--- src/rtl/fifo_serial_tx_pkg.sv ---
// fifo_tx_pkg: shared types for fifo_serial_tx.
// Contents: the FSM state enum, the parity mode codes and frame_clocks(),
// which gives the length of one frame in clocks.
package fifo_tx_pkg;
  typedef enum logic [2:0] {IDLE, POP, LOAD, START, DATA, PAR, STOP} tx_state_t;
  localparam int PAR_NONE = 0;
  localparam int PAR_EVEN = 1;
  localparam int PAR_ODD  = 2;
  function automatic int frame_clocks(input int data_w, input int parity, input int stop_bits,
                                      input int clks_per_bit);
    return (1 + data_w + ((parity != PAR_NONE) ? 1 : 0) + stop_bits) * clks_per_bit;
  endfunction
endpackage

--- src/rtl/fifo_serial_tx_if.sv ---
// fifo_serial_tx_if: FIFO read port plus serial-side signals of fifo_serial_tx.
// Signals:
//   enable       - permits new frames (driven by the slave side)
//   fifo_empty   - FIFO empty flag
//   fifo_rd_data - FIFO read data, valid the cycle after fifo_rd_en
//   fifo_rd_en   - one-cycle pop strobe
//   tx           - serial line, idle high
//   busy         - transmitter not idle
//   frame_done   - pulse on the last stop-bit clock
// The master modport is the transmitter. The slave modport is the FIFO/system side.
interface fifo_serial_tx_if #(parameter int DATA_W = 4);
  logic              enable;
  logic              fifo_empty;
  logic [DATA_W-1:0] fifo_rd_data;
  logic              fifo_rd_en;
  logic              tx;
  logic              busy;
  logic              frame_done;
  modport master (input enable, fifo_empty, fifo_rd_data, output fifo_rd_en, tx, busy, frame_done);
  modport slave  (output enable, fifo_empty, fifo_rd_data, input fifo_rd_en, tx, busy, frame_done);
endinterface

--- src/rtl/fifo_serial_tx_baud_timer.sv ---
// baud_timer: loadable down-counter that produces one tick every CLKS_PER_BIT clocks.
// Ports:
//   clk, rst_n - clock and asynchronous active-low reset
//   load_i     - restart the count; the first tick follows CLKS_PER_BIT clocks later
//   tick_o     - high on the final clock of each bit period
module baud_timer #(
  parameter int CLKS_PER_BIT = 8
) (
  input  logic clk,
  input  logic rst_n,
  input  logic load_i,
  output logic tick_o
);
  localparam int CW = $clog2(CLKS_PER_BIT);
  localparam logic [CW-1:0] RELOAD = CW'(CLKS_PER_BIT - 1);
  logic [CW-1:0] cnt_q, cnt_d;
  assign tick_o = cnt_q == '0;
  // The counter restarts on a load or on a tick, so it never wraps by underflow.
  assign cnt_d = (load_i || tick_o) ? RELOAD : cnt_q - 1'b1;
  always_ff @(posedge clk or negedge rst_n)
    if (!rst_n) cnt_q <= '0;
    else cnt_q <= cnt_d;
endmodule

--- src/rtl/fifo_serial_tx.sv ---
// fifo_serial_tx: pops words from a sync FIFO and sends each as a UART-style frame.
// Frame format: start bit, LSB-first data, optional parity, then stop bit(s).
// Ports:
//   clk, rst_n - clock and asynchronous active-low reset
//   bus        - fifo_serial_tx_if.master, carrying:
//                enable, fifo_empty, fifo_rd_data (in)
//                fifo_rd_en, tx, busy, frame_done (out)
module fifo_serial_tx
  import fifo_tx_pkg::*;
#(
  parameter int DATA_W       = 4,
  parameter int CLKS_PER_BIT = 8,
  parameter int PARITY       = 0,
  parameter int STOP_BITS    = 1
) (
  input logic                clk,
  input logic                rst_n,
  fifo_serial_tx_if.master   bus
);
  localparam int BW = $clog2(DATA_W + 1);
  tx_state_t         state_q, state_d;
  logic [DATA_W-1:0] sh_q, sh_d;
  logic [BW-1:0]     bit_q, bit_d;
  logic              par_q, par_d;
  logic              tick, last_data, last_stop;
  // Every state change restarts the bit timer. Changes inside a frame already
  // land on a tick, so this only matters when a frame starts.
  baud_timer #(.CLKS_PER_BIT(CLKS_PER_BIT)) u_baud (
    .clk    (clk),
    .rst_n  (rst_n),
    .load_i (state_d != state_q),
    .tick_o (tick)
  );
  // bit_q counts data bits in DATA and then counts stop bits in STOP.
  assign last_data = bit_q == BW'(DATA_W - 1);
  assign last_stop = bit_q == BW'(STOP_BITS - 1);
  always_ff @(posedge clk or negedge rst_n)
    if (!rst_n) begin
      state_q <= IDLE;
      sh_q    <= '0;
      bit_q   <= '0;
      par_q   <= 1'b0;
    end else begin
      state_q <= state_d;
      sh_q    <= sh_d;
      bit_q   <= bit_d;
      par_q   <= par_d;
    end
  always_comb begin
    state_d = state_q;
    sh_d    = sh_q;
    bit_d   = bit_q;
    par_d   = par_q;
    case (state_q)
      IDLE:  state_d = (bus.enable && !bus.fifo_empty) ? POP : IDLE;
      POP:   state_d = LOAD;
      LOAD: begin
        sh_d    = bus.fifo_rd_data;
        par_d   = ^bus.fifo_rd_data ^ (PARITY == PAR_ODD);
        bit_d   = '0;
        state_d = START;
      end
      START: state_d = tick ? DATA : START;
      DATA:
        if (tick) begin
          sh_d    = sh_q >> 1;
          bit_d   = last_data ? '0 : bit_q + 1'b1;
          state_d = !last_data ? DATA : (PARITY != PAR_NONE) ? PAR : STOP;
        end
      PAR:   state_d = tick ? STOP : PAR;
      STOP:
        if (tick) begin
          bit_d   = last_stop ? '0 : bit_q + 1'b1;
          state_d = last_stop ? IDLE : STOP;
        end
      default: state_d = IDLE;
    endcase
  end
  // Outputs decode directly from the state registers, so reset drives tx high at once.
  assign bus.fifo_rd_en = state_q == POP;
  assign bus.busy       = state_q != IDLE;
  assign bus.frame_done = (state_q == STOP) && tick && last_stop;
  assign bus.tx         = (state_q == START) ? 1'b0 :
                          (state_q == DATA)  ? sh_q[0] :
                          (state_q == PAR)   ? par_q : 1'b1;
endmodule

--- src/flat_wrapper.sv ---
// flat-port wrapper written by rule: the top's interface ports become plain ports
module fifo_serial_tx_flat import fifo_tx_pkg::*;
#(
  parameter int DATA_W       = 4,
  parameter int CLKS_PER_BIT = 8,
  parameter int PARITY       = 0,
  parameter int STOP_BITS    = 1
)
  (clk, rst_n, bus_enable, bus_fifo_empty, bus_fifo_rd_data, bus_fifo_rd_en, bus_tx, bus_busy, bus_frame_done);
  fifo_serial_tx_if #(.DATA_W(DATA_W)) bus_i ();
  input logic clk;
  input logic rst_n;
  input wire logic [$bits(bus_i.enable)-1:0] bus_enable;
  input wire logic [$bits(bus_i.fifo_empty)-1:0] bus_fifo_empty;
  input wire logic [$bits(bus_i.fifo_rd_data)-1:0] bus_fifo_rd_data;
  output wire logic [$bits(bus_i.fifo_rd_en)-1:0] bus_fifo_rd_en;
  output wire logic [$bits(bus_i.tx)-1:0] bus_tx;
  output wire logic [$bits(bus_i.busy)-1:0] bus_busy;
  output wire logic [$bits(bus_i.frame_done)-1:0] bus_frame_done;
  assign bus_i.enable = bus_enable;
  assign bus_i.fifo_empty = bus_fifo_empty;
  assign bus_i.fifo_rd_data = bus_fifo_rd_data;
  assign bus_fifo_rd_en = bus_i.fifo_rd_en;
  assign bus_tx = bus_i.tx;
  assign bus_busy = bus_i.busy;
  assign bus_frame_done = bus_i.frame_done;
  fifo_serial_tx #(.DATA_W(DATA_W), .CLKS_PER_BIT(CLKS_PER_BIT), .PARITY(PARITY), .STOP_BITS(STOP_BITS)) u_core (.clk(clk), .rst_n(rst_n), .bus(bus_i));
endmodule
--- config.mk ---
export PLATFORM = sky130hd
export DESIGN_NAME = fifo_serial_tx_flat
export DESIGN_NICKNAME = d
export VERILOG_FILES = /design/src/rtl/fifo_serial_tx_pkg.sv /design/src/rtl/fifo_serial_tx_if.sv /design/src/rtl/fifo_serial_tx_baud_timer.sv /design/src/rtl/fifo_serial_tx.sv /design/src/flat_wrapper.sv
export SDC_FILE = /design/constraint.sdc
export NUM_CORES = 1
export LEC_CHECK = 0
export CAP_MARGIN = 20
export CELL_PAD_IN_SITES_DETAIL_PLACEMENT = 1
export CELL_PAD_IN_SITES_GLOBAL_PLACEMENT = 1
export CORE_MARGIN = 2
export CORE_UTILIZATION = 43
export DETAILED_ROUTE_END_ITERATION = 6
export HOLD_SLACK_MARGIN = 0.05
export MAX_ROUTING_LAYER = met4
export PLACE_DENSITY = 0.85
export SLEW_MARGIN = 20
export SYNTH_ARGS = -nofsm -noshare
export SYNTH_HDL_FRONTEND = slang
export SYNTH_SLANG_ARGS = --single-unit
--- constraint.sdc ---
create_clock -name clk -period 4.2 [get_ports clk]
set_input_delay 0.84 -clock clk [delete_from_list [all_inputs] [get_ports clk]]
set_output_delay 0.84 -clock clk [all_outputs]
set_load 0.1 [all_outputs]
==> results of run 1 <==
[report_power, final]
part / switching [uW] / internal [uW] / leakage, uW / total, uW
logic: 7.33 / 9.94 / 0.000232 / 17.3
clock network: 36.7 / 33.1 / 0.0000138 / 69.8
registers: 0.949 / 137 / 0.000186 / 138
[logic make-up (layout without fill, tap and decap cells)]
| kind of cell | count (synthesis) | count (layout) | synth area share |
|---|---|---|---|
| AO/OA/AOI/OAI | 28 | 28 | 0.191 |
| adder cells (fa/ha/maj) | 6 | 6 | 0.0817 |
| AND/OR/NAND/NOR | 30 | 30 | 0.181 |
| multiplexers | 6 | 6 | 0.0654 |
| buffers and inverters | 15 | 24 | 0.0709 |
| XOR/XNOR | 3 | 3 | 0.0286 |
| flip-flops | 14 | 14 | 0.381 |
[routing by layer]
metal / vias to the layer above / track usage
met3: 0 / 0.0179
li1: 372 / -
met5: - / -
met2: 11 / 0.333
met4: 0 / 0.0602
met1: 353 / 0.215
[worst paths after layout]
check | to | cells after the start
max | bus_busy | 3
min | u_core.u_baud.cnt_q[0] | 1
max reg2reg | u_core.u_baud.cnt_q[0] | 4
min reg2reg | u_core.u_baud.cnt_q[0] | 1
max in group asynchronous | u_core.u_baud.cnt_q[1] | 1
min in group asynchronous | u_core.sh_q[3] | 1
[through the flow]
stage | cells | total power (uW)
finish | 138 | 225
global route | 138 | 239
CTS | 138 | 229
detailed placement | 135 | 158
global placement | 135 | 157
floorplan | 102 | 147
[registers in the layout (all words and copies together) (netlist names)]
signal / count
u_core.sh_q: 4
u_core.bit_q: 3
u_core.state_q: 3
u_core.u_baud.cnt_q: 3
u_core.par_q: 1
[layout by cell type, fill, tap and decap left out, drive strengths merged, types with 2 or more instances in the layout]
master         instances
buf                    3
o21ai                  9
a21o                   2
dfrtp                 14
a22oi                  3
inv                   10
nor2b                  3
ha                     6
nor3                   3
nand2b                 4
clkbuf                 3
xnor2                  3
nand3                  3
clkdlybuf4s50          8
nor2                   9
mux2i                  6
a21oi                 10
nand2                  4
[cell type report]
type | count | area [um2] | share of cell area
well taps | 27 | 33.8 | 0.0322
clock buffers | 3 | 22.5 | 0.0215
repair buffers | 11 | 103 | 0.0977
flip-flops and latches | 14 | 350 | 0.334
multi-input cells | 73 | 503 | 0.479
inverters | 10 | 37.5 | 0.0358
==> flow_summary.yaml, run 1 <==
drt:
  drtIter0Drc: 4
  vias: 736
  drc: 0
  route.detailed.wl_per_inst_um: 14.1
  viasPerCell: 5.33
  wirelength_um: 1950
  detail-route-antenna-nets: 0
  met3RoutedLength_um: 53
  highest_layer: "met3"
  route.met2.wl_um: 1060
  wl_met1_um: 837
  dr.pass1.iters: 3
clocking:
  post-cts-setup-buffers: 0
  cts.path.max_buffers: 2
  cts.sinks: 14
  clk_pin_slew_worst_paths_ns: 0.07
  ctsHoldBuffers: 0
  htree_levels: 1
  cts_made_buffers: 3
  cts.root.buffer_cell: "clkbuf_4"
  cts_tree: "yes"
  cts_resized: 0
  clk_latency_ns: 0.27
synthesis:
  ys_ff_latch: 14
  synth_top_area_share: 0.381
  yosys-top-cells-count: "dfrtp_1, inv_1, a21oi_1, nor2_1, o21ai_0"
  yosysSeqAreaShare: 0.381
  synth_cell_types: 28
  ys_async_sr_fraction: 1.00
  syn_avg_cell_area_um2: 9.00
  post-synth-top-count-cell: "dfrtp_1"
  synth_area_leaders: "dfrtp_1, ha_1, mux2i_1, a21oi_1, o21ai_0"
  ys.flop_type: "dfrtp_1"
  synth_top_area_cell: "dfrtp_1"
  synth_nets: 116
  syn-cell-area_um2: 918
  synth-edff-count: 0
  ys_warn_count: 0
  syn_inst: 102
worst_setup_path:
  path_delay_family: "buffers and inverters"
  crit_chain: "inv_1 -> nand2_1 -> clkdlybuf4s50_1"
  slowest_stage: "clkdlybuf4s50_1"
  critPathMaxStageDelay_ns: 1.13
  cp-end-kind: "primary output"
  reg2reg_from: "u_core.state_q[0]"
  cp_max_fo: 16
  setup.worst_path.class: "register to primary output"
  start_kind: "register"
  cp_data_required_time_ns: 3.36
  worstPathArrival_ns: 2.45
  startpoint: "u_core.state_q[0]"
  cp_num_buf_inv: 2
  rrSetupSlack_ns: 2.64
power:
  max-vdd-ir-drop_mv: 0.166
  leakage_uw: 0.000431
  power_density_nw_per_um2: 214
floorplan:
  rows: 16
  die_h_um: 50.2
  pin_count: 12
  start_util: 0.463
  coreArea_um2: 1980
  fp.dieW_um: 50.2
  die_area_um2: 2520
timing:
  drv_slew: 0
  finalHoldViolCount: 0
  setup_violations: 0
  fin_ws_ns: 0.906
  fin_crit_sh: 0.784
  holdWs_ns: 0.527
  rsz0062_at_grt: "false"
  layout_min_cycle_time_ns: 3.29
  finClkSkew_ns: 0.00211
  slew-limit-headroom: 0.355
  setup-tns-final_ns: 0
  worst_pin_slew_ns: 0.964
  max_freq_mhz: 304
placed_design:
  hpwl_um: 1610
  gp_routability_congestion: 0.832
  port_buffers: 11
  post-place-ws_ns: 1.22
  place_area_um2: 1030
final_layout:
  finalInstanceArea_um2: 1050
  final_nets: 127
  antenna_cells: 0
  fillCellCount: 230
  syn2layout_area_growth_pct: 14.3
  final_util: 0.530
  drive_gt1_frac: 0.0721
global_routing:
  grt_pass1_wl_um: 3420
  overflow: 0
  antenna_found_initial: 0
  grt.total_usage: 0.185
  grt_start_max_net_pins: 17
  grt_pass1_vias: 766
outcome:
  status: "completed"
min_path:
  holdCritStartpoint: "u_core.u_baud.cnt_q[0]"
  hold_class: "register to register"
job:
  maxCapViolations: 0
Note: power is estimated with default switching activity, not from simulation.
==> inputs of run 2 (changes only) <==
--- a/config.mk
+++ b/config.mk
@@ -8,12 +8,13 @@
 export CAP_MARGIN = 20
 export CELL_PAD_IN_SITES_DETAIL_PLACEMENT = 1
 export CELL_PAD_IN_SITES_GLOBAL_PLACEMENT = 1
+export CORE_ASPECT_RATIO = 0.6
 export CORE_MARGIN = 2
-export CORE_UTILIZATION = 43
+export CORE_UTILIZATION = 36
 export DETAILED_ROUTE_END_ITERATION = 6
 export HOLD_SLACK_MARGIN = 0.05
 export MAX_ROUTING_LAYER = met4
-export PLACE_DENSITY = 0.85
+export PLACE_DENSITY = 0.77
 export SLEW_MARGIN = 20
 export SYNTH_ARGS = -nofsm -noshare
 export SYNTH_HDL_FRONTEND = slang
==> constraint.sdc (replaced) <==
create_clock -name clk -period 2.7 [get_ports clk]
set_input_delay 0.54 -clock clk [delete_from_list [all_inputs] [get_ports clk]]
set_output_delay 0.54 -clock clk [all_outputs]
set_load 0.1 [all_outputs]
==> flow_summary.yaml, run 2 (same netlist as run 1, synthesis figures left out) <==
outcome:
  status: "completed"
global_routing:
  antenna_found_initial: 0
  grt_pass1_vias: 727
  grt_start_max_net_pins: 17
  overflow: 0
  grt_pass1_wl_um: 3560
  grt.total_usage: 0.166
timing:
  holdWs_ns: 0.458
  layout_min_cycle_time_ns: 2.34
  finClkSkew_ns: 0.00242
  slew-limit-headroom: 0.561
  drv_slew: 0
  max_freq_mhz: 427
  setup_violations: 0
  finalHoldViolCount: 0
  worst_pin_slew_ns: 0.656
  rsz0062_at_grt: "false"
  setup-tns-final_ns: 0
  fin_crit_sh: 0.867
power:
  power_density_nw_per_um2: 395
  leakage_uw: 0.000462
  max-vdd-ir-drop_mv: 0.228
worst_setup_path:
  setup.worst_path.class: "register to primary output"
  cp_data_required_time_ns: 2.16
  worstPathArrival_ns: 1.80
  start_kind: "register"
  cp_max_fo: 4
  cp-end-kind: "primary output"
  reg2reg_depth: 4
drt:
  vias: 730
  drc: 0
  wirelength_um: 2060
  detail-route-antenna-nets: 0
  dr.pass1.iters: 4
  viasPerCell: 5.07
  route.detailed.wl_per_inst_um: 14.3
  drtIter0Drc: 23
clocking:
  cts.root.buffer_cell: "clkbuf_8"
  cts_tree: "yes"
  clk_latency_ns: 0.25
  cts_resized: 0
  clk_pin_slew_worst_paths_ns: 0.05
  cts.path.max_buffers: 2
  post-cts-setup-buffers: 0
  ctsHoldBuffers: 0
  cts.sinks: 14
  htree_levels: 1
  cts_made_buffers: 3
final_layout:
  antenna_cells: 0
  regArea_um2: 350
  largest_reg_flops: 4
  fillCellCount: 287
  final_common_cell: "dfrtp_1"
  finalInstanceArea_um2: 1130
  mostFrequentLayoutCells: "dfrtp_1, inv_1, a21oi_1, nor2_1, o21ai_0"
  multi_input_area_um2: 513
  regMostFlops: "u_core.sh_q"
  drive_gt1_frac: 0.107
  final_nets: 127
  final_util: 0.459
  syn2layout_area_growth_pct: 23.4
floorplan:
  die_h_um: 43.1
  fp.dieW_um: 69.2
  start_util: 0.372
  die_area_um2: 2980
  coreArea_um2: 2470
  pin_count: 12
  rows: 14
placed_design:
  place_area_um2: 1080
  gp_routability_congestion: 0.750
  port_buffers: 11
  hpwl_um: 1620
job:
  maxCapViolations: 0
min_path:
  min_path_cells: 1
  hold_class: "register to register"
==> run 2: cell type report <==
cell class	instances	share of cell area
multi-input cells	73	0.453
flip-flops and latches	14	0.309
repair buffers	11	0.121
clock buffers	4	0.0486
well taps	32	0.0353
inverters	10	0.0331
==> run 2: per-stage QoR <==
step,power (uW),std cells,worst slack [ns]
floorplan,228,102,0.310
global placement,245,140,0.702
detailed placement,246,140,0.615
CTS,459,144,0.335
global route,468,144,0.208
finish,448,144,0.359
==> run 2: worst paths after layout <==
path                                           to  slack [ns]              startpoint
setup / recovery                   bus_frame_done        0.36  u_core.u_baud.cnt_q[0]
hold / removal             u_core.u_baud.cnt_q[0]        0.46  u_core.u_baud.cnt_q[0]
setup reg to reg           u_core.u_baud.cnt_q[1]        1.01       u_core.state_q[0]
hold reg to reg            u_core.u_baud.cnt_q[0]        0.46  u_core.u_baud.cnt_q[0]
max in group asynchronous  u_core.u_baud.cnt_q[0]        1.59                   rst_n
min in group asynchronous            u_core.par_q        0.69                   rst_n
==> run 2: power breakdown <==
part | internal, uW | total (uW) | switching (uW)
sequential | 213 | 214 | 1.47
combinational | 15.5 | 27.4 | 12.0
clock | 129 | 206 | 76.7
==> run 2: worst max-delay path, cell delays in order (launching register included) <==
cell and delay, ns:
dfrtp_1 0.37, inv_1 0.08, ha_1 0.22, nor2b_1 0.23, and2_1 0.20, and4_1 0.25, buf_12 0.18
==> run 2: routing by layer <==
| layer | share of wire | GRT usage | wire length (um) |
|---|---|---|---|
| met5 | 0 | - | 0 |
| met4 | 0.011 | 0.0510 | 22 |
| met3 | 0.046 | 0.0594 | 94 |
| met2 | 0.45 | 0.258 | 928 |
| met1 | 0.49 | 0.206 | 1020 |
==> inputs of run 3 (changes only) <==
--- a/config.mk
+++ b/config.mk
@@ -8,7 +8,7 @@
 export CAP_MARGIN = 20
 export CELL_PAD_IN_SITES_DETAIL_PLACEMENT = 1
 export CELL_PAD_IN_SITES_GLOBAL_PLACEMENT = 1
-export CORE_ASPECT_RATIO = 0.6
+export CORE_ASPECT_RATIO = 1.1
 export CORE_MARGIN = 2
 export CORE_UTILIZATION = 36
 export DETAILED_ROUTE_END_ITERATION = 6
==> flow_summary.yaml, run 3 (same netlist as run 1, synthesis figures left out) <==
final_layout:
  antenna_cells: 0
  regMostFlops: "u_core.sh_q"
  syn2layout_area_growth_pct: 22.1
  regArea_um2: 350
  final_nets: 128
  mostFrequentLayoutCells: "dfrtp_1, inv_1, a21oi_1, nor2_1, o21ai_0"
  final_common_cell: "dfrtp_1"
  fillCellCount: 303
  drive_gt1_frac: 0.115
  multi_input_area_um2: 513
  largest_reg_flops: 4
placed_design:
  gp_routability_congestion: 0.709
  hpwl_um: 1550
  port_buffers: 11
global_routing:
  overflow: 0
  grt.total_usage: 0.166
  grt_pass1_vias: 814
  grt_pass1_wl_um: 3510
  antenna_found_initial: 0
  grt_start_max_net_pins: 17
worst_setup_path:
  crit_path_end: "bus_frame_done"
  regToRegEndpoint: "u_core.u_baud.cnt_q[1]"
  start_kind: "register"
  worstPathArrival_ns: 1.87
  rrSetupSlack_ns: 1.14
  reg2reg_depth: 4
  startpoint: "u_core.u_baud.cnt_q[0]"
  cp_max_fo: 4
  cp-end-kind: "primary output"
  cp_data_required_time_ns: 2.16
  setup.worst_path.class: "register to primary output"
  reg2reg_from: "u_core.state_q[0]"
job:
  maxCapViolations: 0
clocking:
  cts_tree: "yes"
  cts_made_buffers: 3
  cts.sinks: 14
  htree_levels: 1
  cts_resized: 0
  cts.path.max_buffers: 2
  cts.root.buffer_cell: "clkbuf_4"
  clk_latency_ns: 0.29
  clk_pin_slew_worst_paths_ns: 0.09
  ctsHoldBuffers: 0
  post-cts-setup-buffers: 0
timing:
  worst_pin_slew_ns: 0.668
  fin_crit_sh: 0.894
  slew-limit-headroom: 0.553
  finClkSkew_ns: 0.00751
  setup-tns-final_ns: 0
  layout_min_cycle_time_ns: 2.41
  max_freq_mhz: 414
  drv_slew: 0
  finalHoldViolCount: 0
  rsz0062_at_grt: "false"
  setup_violations: 0
drt:
  detail-route-antenna-nets: 0
  drc: 0
  vias: 758
  viasPerCell: 5.26
  drtIter0Drc: 8
  wirelength_um: 2040
  route.detailed.wl_per_inst_um: 14.2
  dr.pass1.iters: 4
floorplan:
  coreArea_um2: 2470
  rows: 19
  pin_count: 12
  start_util: 0.371
  die_area_um2: 2970
  die_h_um: 57.0
  fp.dieW_um: 52.2
power:
  power_density_nw_per_um2: 357
  max-vdd-ir-drop_mv: 0.265
  power.total_uw: 400
  leakage_uw: 0.000459
outcome:
  status: "completed"
min_path:
  hold_class: "register to register"
run 3: cell types whose count changed in the layout (fill, tap and decap cells not counted), sizes merged:
| cell | change |
|---|---|
| buf | +1 |
run 3: worst min-delay path by stage:
stage                                   endpoint                    from  cells after the start
final                     u_core.u_baud.cnt_q[0]  u_core.u_baud.cnt_q[0]                      1
after global placement    u_core.u_baud.cnt_q[0]  u_core.u_baud.cnt_q[0]                      1
after detailed placement  u_core.u_baud.cnt_q[0]  u_core.u_baud.cnt_q[0]                      1
after global routing      u_core.u_baud.cnt_q[0]  u_core.u_baud.cnt_q[0]                      1
after CTS                 u_core.u_baud.cnt_q[0]  u_core.u_baud.cnt_q[0]                      1
after floorplan                  u_core.bit_q[0]                   rst_n                      0
run 3: layer usage:
layer,track usage,part of all wire,routed length (um),up-vias
li1,-,-,-,375
met1,0.178,0.42,862,365
met2,0.289,0.53,1080,14
met3,0.0314,0.030,62,4
met4,0.0769,0.017,34,0
met5,-,0,0,-
run 3: final cells by class:
| class | count | share of cell area |
|---|---|---|
| clock buffer | 4 | 0.0324 |
| tap | 31 | 0.0346 |
| multi-input combinational | 73 | 0.458 |
| sequential | 14 | 0.312 |
| timing repair buffer | 12 | 0.129 |
| inverter | 10 | 0.0335 |
run 3: report_power, final:
part	switching [uW]	internal, uW	total, uW
clock network	77.0	82.2	159
logic	11.4	15.5	26.9
registers	1.45	213	214
run 3: stage by stage:
stage | util | instance area [um2] | setup WS, ns | hold slack (ns) | std cells
2_1_floorplan | - | 928 | 0.310 | 0.244 | 102
3_3_place_gp | 0.439 | 1080 | 0.725 | 0.439 | 140
6_report | 0.453 | 1120 | 0.286 | 0.497 | 144
3_5_place_dp | 0.439 | 1080 | 0.597 | 0.489 | 140
4_1_cts | 0.453 | 1120 | 0.273 | 0.501 | 144
5_1_grt | 0.453 | 1120 | 0.166 | 0.518 | 144
run 3: critical path, stage by stage, from the launching register on:
cell,delay (ns)
dfrtp_1,0.40
inv_1,0.09
ha_1,0.20
nor2b_1,0.22
and2_1,0.21
and4_1,0.27
buf_12,0.19
